[config.mk]
export PLATFORM = sky130hd
export DESIGN_NAME = vx_csr_access_ctrl
export DESIGN_NICKNAME = d
export VERILOG_FILES = /design/src/rtl/vx_csr_access_ctrl_pkg.sv /design/src/rtl/vx_csr_rmw.sv /design/src/rtl/vx_csr_access_ctrl.sv
export SDC_FILE = /design/constraint.sdc
export NUM_CORES = 1
export LEC_CHECK = 0
export ABC_CLOCK_PERIOD_IN_PS = 2000
export CAP_MARGIN = 10
export CORE_AREA = 2 2 233 235
export DETAILED_ROUTE_END_ITERATION = 8
export DIE_AREA = 0 0 235 237
export GPL_ROUTABILITY_DRIVEN = 0
export GPL_TIMING_DRIVEN = 0
export HOLD_SLACK_MARGIN = 0.06
export PLACE_DENSITY_LB_ADDON = 0.05
export SYNTH_ARGS = -nofsm -noshare
export SYNTH_HDL_FRONTEND = slang
export SYNTH_HIERARCHICAL = 1
export SYNTH_SLANG_ARGS = --single-unit
[constraint.sdc]
create_clock -name clk -period 2 [get_ports clk]
set_input_delay 0.2 -clock clk [delete_from_list [all_inputs] [get_ports clk]]
set_output_delay 0.2 -clock clk [all_outputs]
set_load 0.01 [all_outputs]
[src/rtl/vx_csr_access_ctrl_pkg.sv]
// Shared types for the CSR request sequencer and its read-modify-write helper.
// Combinational definitions only; no latency, no flow control.
// Backpressure: not applicable.
package vx_csr_access_ctrl_pkg;

    localparam int CSR_NUM_THREADS = 4;
    localparam int CSR_XLEN        = 32;
    localparam int CSR_NW_WIDTH    = 2;
    localparam int CSR_UUID_WIDTH  = 44;
    localparam int CSR_ADDR_WIDTH  = 12;

    typedef enum logic [1:0] {
        CSR_NOP = 2'b00,
        CSR_RW  = 2'b01,
        CSR_RS  = 2'b10,
        CSR_RC  = 2'b11
    } csr_op_e;

    // addr[11:10] == 2'b11 marks the architecturally read-only CSR space
    localparam logic [1:0] CSR_RO_PREFIX = 2'b11;

    typedef struct packed {
        logic [CSR_UUID_WIDTH-1:0]  uuid;
        logic [CSR_NW_WIDTH-1:0]    wid;
        logic [CSR_NUM_THREADS-1:0] tmask;
        csr_op_e                    op;
        logic                       use_imm;
        logic [4:0]                 imm;
        logic                       rs1_x0;
        logic                       rd_x0;
        logic [CSR_ADDR_WIDTH-1:0]  addr;
    } csr_req_t;

endpackage

[src/rtl/vx_csr_rmw.sv]
// CSR new-value and write-suppress calculator for RW/RS/RC operations.
// Latency: purely combinational.
// Backpressure: none; the caller qualifies the result with its own strobe.
module vx_csr_rmw
    import vx_csr_access_ctrl_pkg::*;
#(
    parameter int XLEN          = 32,
    parameter int CSR_ADDR_BITS = 12
) (
    input  csr_op_e                  op,
    input  logic                     use_imm,
    input  logic [4:0]               imm,
    input  logic                     rs1_x0,
    input  logic [CSR_ADDR_BITS-1:0] addr,
    input  logic [XLEN-1:0]          old_val,
    input  logic [XLEN-1:0]          src_val,
    output logic [XLEN-1:0]          new_val,
    output logic                     write_suppress
);

    logic src_is_zero;
    logic addr_is_ro;

    always_comb begin
        new_val = old_val;
        case (op)
            CSR_RW:  new_val = src_val;
            CSR_RS:  new_val = old_val | src_val;
            CSR_RC:  new_val = old_val & ~src_val;
            default: new_val = old_val;
        endcase
    end

    // Set/clear with a zero source must not write, so side-effecting CSRs stay untouched
    assign src_is_zero    = use_imm ? (imm == 5'd0) : rs1_x0;
    assign addr_is_ro     = (addr[CSR_ADDR_BITS-1 -: 2] == CSR_RO_PREFIX);
    assign write_suppress = (((op == CSR_RS) || (op == CSR_RC)) && src_is_zero)
                          || (op == CSR_NOP) || addr_is_ro;

endmodule

[src/rtl/vx_csr_access_ctrl.sv]
// Request-side sequencer: accepts a CSR instruction, does read-modify-write, returns the old value.
// Latency: accept at T, CSR read/write at T+1, rsp_valid at T+2; peak one op per 2 cycles.
// Backpressure: rsp held stable until rsp_ready; req_ready only in IDLE or when the rsp drains.
module vx_csr_access_ctrl
    import vx_csr_access_ctrl_pkg::*;
#(
    parameter int NUM_THREADS   = CSR_NUM_THREADS,
    parameter int XLEN          = CSR_XLEN,
    parameter int NW_WIDTH      = CSR_NW_WIDTH,
    parameter int UUID_WIDTH    = CSR_UUID_WIDTH,
    parameter int CSR_ADDR_BITS = CSR_ADDR_WIDTH
) (
    input  logic                        clk,
    input  logic                        reset,
    input  logic                        req_valid,
    output logic                        req_ready,
    input  logic [UUID_WIDTH-1:0]       req_uuid,
    input  logic [NW_WIDTH-1:0]         req_wid,
    input  logic [NUM_THREADS-1:0]      req_tmask,
    input  logic [1:0]                  req_op,
    input  logic                        req_use_imm,
    input  logic [4:0]                  req_imm,
    input  logic                        req_rs1_x0,
    input  logic                        req_rd_x0,
    input  logic [CSR_ADDR_BITS-1:0]    req_addr,
    input  logic [NUM_THREADS*XLEN-1:0] req_rs1_data,
    output logic                        csr_read_enable,
    output logic [UUID_WIDTH-1:0]       csr_read_uuid,
    output logic [NW_WIDTH-1:0]         csr_read_wid,
    output logic [CSR_ADDR_BITS-1:0]    csr_read_addr,
    input  logic [XLEN-1:0]             csr_read_data_ro,
    input  logic [XLEN-1:0]             csr_read_data_rw,
    output logic                        csr_write_enable,
    output logic [UUID_WIDTH-1:0]       csr_write_uuid,
    output logic [NW_WIDTH-1:0]         csr_write_wid,
    output logic [CSR_ADDR_BITS-1:0]    csr_write_addr,
    output logic [XLEN-1:0]             csr_write_data,
    output logic                        rsp_valid,
    input  logic                        rsp_ready,
    output logic [UUID_WIDTH-1:0]       rsp_uuid,
    output logic [NW_WIDTH-1:0]         rsp_wid,
    output logic [NUM_THREADS-1:0]      rsp_tmask,
    output logic [NUM_THREADS*XLEN-1:0] rsp_data
);

    typedef enum logic [1:0] {
        ST_IDLE = 2'd0,
        ST_EXEC = 2'd1,
        ST_RSP  = 2'd2
    } state_e;

    state_e          state, state_n;
    csr_req_t        req_r;
    logic [XLEN-1:0] lane_src;
    logic [XLEN-1:0] src_r;
    logic [XLEN-1:0] old_val;
    logic [XLEN-1:0] new_val;
    logic [XLEN-1:0] rsp_val_r;
    logic            write_suppress;
    logic            accept;

    // Lowest active lane supplies rs1; an empty mask falls back to lane 0
    always_comb begin
        lane_src = req_rs1_data[XLEN-1:0];
        for (int i = NUM_THREADS - 1; i >= 0; i--) begin
            if (req_tmask[i]) lane_src = req_rs1_data[i*XLEN +: XLEN];
        end
    end

    assign accept  = req_valid & req_ready;
    assign old_val = csr_read_data_ro | csr_read_data_rw;

    always_ff @(posedge clk) begin
        if (reset) begin
            state     <= ST_IDLE;
            req_r     <= '0;
            src_r     <= '0;
            rsp_val_r <= '0;
        end else begin
            state <= state_n;
            if (accept) begin
                req_r.uuid    <= req_uuid;
                req_r.wid     <= req_wid;
                req_r.tmask   <= req_tmask;
                req_r.op      <= csr_op_e'(req_op);
                req_r.use_imm <= req_use_imm;
                req_r.imm     <= req_imm;
                req_r.rs1_x0  <= req_rs1_x0;
                req_r.rd_x0   <= req_rd_x0;
                req_r.addr    <= req_addr;
                src_r         <= req_use_imm ? {{(XLEN-5){1'b0}}, req_imm} : lane_src;
            end
            if (state == ST_EXEC) begin
                rsp_val_r <= req_r.rd_x0 ? '0 : old_val;
            end
        end
    end

    always_comb begin
        state_n          = state;
        req_ready        = 1'b0;
        rsp_valid        = 1'b0;
        csr_read_enable  = 1'b0;
        csr_write_enable = 1'b0;
        case (state)
            ST_IDLE: begin
                req_ready = 1'b1;
                if (req_valid) state_n = ST_EXEC;
            end
            ST_EXEC: begin
                csr_read_enable  = ~req_r.rd_x0 | (req_r.op != CSR_RW);
                csr_write_enable = ~write_suppress;
                state_n          = ST_RSP;
            end
            ST_RSP: begin
                rsp_valid = 1'b1;
                req_ready = rsp_ready;
                if (rsp_ready) state_n = req_valid ? ST_EXEC : ST_IDLE;
            end
            default: state_n = ST_IDLE;
        endcase
    end

    vx_csr_rmw #(
        .XLEN          (XLEN),
        .CSR_ADDR_BITS (CSR_ADDR_BITS)
    ) u_rmw (
        .op             (req_r.op),
        .use_imm        (req_r.use_imm),
        .imm            (req_r.imm),
        .rs1_x0         (req_r.rs1_x0),
        .addr           (req_r.addr),
        .old_val        (old_val),
        .src_val        (src_r),
        .new_val        (new_val),
        .write_suppress (write_suppress)
    );

    assign csr_read_uuid  = req_r.uuid;
    assign csr_read_wid   = req_r.wid;
    assign csr_read_addr  = req_r.addr;
    assign csr_write_uuid = req_r.uuid;
    assign csr_write_wid  = req_r.wid;
    assign csr_write_addr = req_r.addr;
    assign csr_write_data = new_val;
    assign rsp_uuid       = req_r.uuid;
    assign rsp_wid        = req_r.wid;
    assign rsp_tmask      = req_r.tmask;
    assign rsp_data       = {NUM_THREADS{rsp_val_r}};

endmodule

==> flow_summary.toml <==
[synth]
synth.yosys.warnings = 6
ys_seq_area_share_pct = 29.9
syn-instance-count = 1152
synth_largest_area_cell = "sky130_fd_sc_hd__dfxtp_1"
yosys-top-cells-area = "sky130_fd_sc_hd__dfxtp_1 30%, sky130_fd_sc_hd__buf_4 22%, sky130_fd_sc_hd__a21oi_1 7.9%"
synth-seq-cells = 138
synth_nets = 1420
synth_largest_type_area_fraction_pct = 29.9
synth_area_sq_mm = 0.00924
synth_async_sr_flop_share_pct = 0
synth_enable_flop_cells = 0
synth_area_per_cell_sq_um = 8.02
ys_types = 42
synth_top_flop_cell = "sky130_fd_sc_hd__dfxtp_1"

[flow_run]
cap_viol_max_count = 0

[layout]
areaGrowthSynthToFinish_pct = 81.2
layout.cells.most_common_list = "559 x sky130_fd_sc_hd__clkdlybuf4s50_1, 277 x sky130_fd_sc_hd__buf_4, 173 x sky130_fd_sc_hd__nand2_1, 138 x sky130_fd_sc_hd__a21oi_1, 136 x sky130_fd_sc_hd__dfxtp_1"
finish.instance_area_sq_mm = 0.0167
drive_gt1_share_pct = 27.8
mostFrequentLayoutCell = "sky130_fd_sc_hd__clkdlybuf4s50_1"
finalNetCount = 2038
post_layout_nonfiller_instances = 2482
fin_util_pct = 31.4

[worst_hold_path]
hold_start = "req_tmask[0]"
holdCritPathClass = "input port to flip-flop"
min_delay_path_depth = 3

[cts]
hold_buffers = 0
clock_tree.root_cell = "sky130_fd_sc_hd__clkbuf_16"
tritoncts_clock_tree = "yes"
clock_tree.buffer_depth = 2
cts.sink_count = 138
cts_htree_levels = 4
clkSlewWorstSetupHoldPaths_ns = 0.07
cts_buffers = 17
clock_insertion_delay_worst_skew_ns = 0.44

[critical_path]
path_delay_family = "buffers and inverters"
timing.critical_path.fanout_max = 6
slowest_delay_ns = 0.37
required_ns = 1.80
cp.buffers_inverters = 3
critical_path.endpoint_type = "output port"
critical_path.cell_chain = "or2_4, clkbuf_16, buf_12, a21oi_4, a21oi_2, buf_4"
timing.setup.critical_path_class = "flip-flop to output port"
r2r_start = "state[1]"
cp.arrival_ns = 1.75
reg2reg_depth = 5
critical_path.startpoint = "req_r[21]"
timing.critical_path.depth = 6
worst_path_max_delay_cell = "sky130_fd_sc_hd__dfxtp_4"
critical_path_source_type = "flip-flop"

[sta]
postLayoutSetupSlackWorst_ns = 0.0544
timing.final.max_slew_violations = 0
max_clock_freq_mhz = 514
worst_slew_pin_slew_ns = 0.786
hold_viol = 0
period_needed_ns = 1.95
final.hold.worst_slack_ns = 0.142
layout_worst_path_cycle_share_pct = 97.3
setup_viol = 0
grt_setup_unrepaired = "yes"
slew_margin_rel_pct = 47.6
timing.clock.skew_ns = 0.00809
timing.setup.tns_ns = 0

[grt]
grt_start_max_net_pins = 20
grt_usage_pct = 16.5
global_route.overflow_total = 0
first_global_vias = 9398
grt_first_pass_wirelength_mm = 67.6
antenna_violations_before_repair = 4

[route]
total_vias_in_the_final_route = 9554
routed_length_per_placed_instance_um = 19.2
final_wirelength_mm = 47.5
detail_route.first_pass.iterations = 4
first_iter_violations = 379
ant_nets = 0
post_drt_via_cell_ratio = 3.85
drt_drc_violations_left = 0

[pwr]
powerDensity_mw_per_mm2 = 560
power.total_mw = 9.38
p_leak_nw = 6.58
vdd_ir_drop_max_v = 0.000334

[floorplan]
dieArea_sq_mm = 0.0557
coreArea_sq_mm = 0.0533
row_count = 85
initial_utilization_pct = 17.3
num_io_pins = 598
die_y_um = 237
die_x_um = 235

[placement]
instance_area_after_placement_sq_mm = 0.0160
dp_cells = 2441
dpl_worst_slack_ns = -0.374
detailedPlacementHpwl_mm = 40.4
port_buffers = 593

[status]
outcome = "complete, no violations"
-- metal layers --
metal	GRT usage [%]	vias up	share of wire (%)	wire (um)
met1	20.2	4363	43	20500
met5	0	-	0.027	13
met3	3.74	32	5.3	2500
li1	-	4856	-	-
met4	4.20	2	1.4	664
met2	29.1	301	50	23800
-- Yosys cell counts (23+ instances only) --
| cell type | instances |
|---|---|
| sky130_fd_sc_hd__buf_4 | 265 |
| sky130_fd_sc_hd__buf_2 | 23 |
| sky130_fd_sc_hd__a22o_1 | 27 |
| sky130_fd_sc_hd__dfxtp_1 | 138 |
| sky130_fd_sc_hd__nor2_1 | 41 |
| sky130_fd_sc_hd__nor3b_1 | 33 |
| sky130_fd_sc_hd__nand2_1 | 173 |
| sky130_fd_sc_hd__a21oi_1 | 146 |
| sky130_fd_sc_hd__o21ai_1 | 25 |
| sky130_fd_sc_hd__a21oi_2 | 29 |
| sky130_fd_sc_hd__nand2b_1 | 29 |
| sky130_fd_sc_hd__clkbuf_1 | 39 |
| sky130_fd_sc_hd__or2_2 | 32 |
| sky130_fd_sc_hd__xnor2_1 | 32 |
-- worst paths after layout --
check,slack [ns],endpoint
hold reg to reg,0.46,req_r[15]
setup / recovery,0.05,csr_write_data[2]
hold / removal,0.14,rsp_tmask[0]
setup reg to reg,0.16,req_r[12]
-- state kept, by name (all words and copies together), names as in the netlist --
register	cells
csr_read_addr	12
csr_read_uuid	44
csr_read_wid	2
req_r	10
rsp_tmask	4
rsp_val_r	32
src_r	32
state	2
-- worst min-delay path: stages --
cell and delay, ns:
sky130_fd_sc_hd__buf_2 0.17, sky130_fd_sc_hd__nand2_1 0.09, sky130_fd_sc_hd__a21oi_1 0.06
-- cell type report --
cell class / count / area (sq um)
Timing Repair Buffer: 603 / 5950
Tap cell: 696 / 871
Clock buffer: 18 / 439
Antenna cell: 4 / 10.0
Multi-Input combinational cell: 661 / 4150
Inverter: 12 / 45.0
Sequential cell: 138 / 2770
Buffer: 337 / 2420
Fill cell: 5664 / 36500
Clock inverter: 13 / 96.3
-- cells by family (layout without fill, tap and decap cells) --
family	after synthesis	after routing	synth area share, %
buf+inv	353	983	26.4
mux	33	33	3.97
other cells	0	4	0
xor+xnor	32	32	3.03
compound gates	277	277	20.4
simple gates	319	319	16.3
flops	138	138	29.9
-- timing repair --
item,CTS,global route
gates cloned,1,3
setup buffers,3,3
setup endpoints to repair,34,53
pin swaps,5,15
resized for setup,165,32
-- where the power goes --
part           switching (mW)  total (mW)  internal (mW)
Clock                    1.35        2.96           1.62
Sequential              0.230        3.15           2.92
Combinational            1.32        3.27           1.95
(Power assumes the default switching activity.)
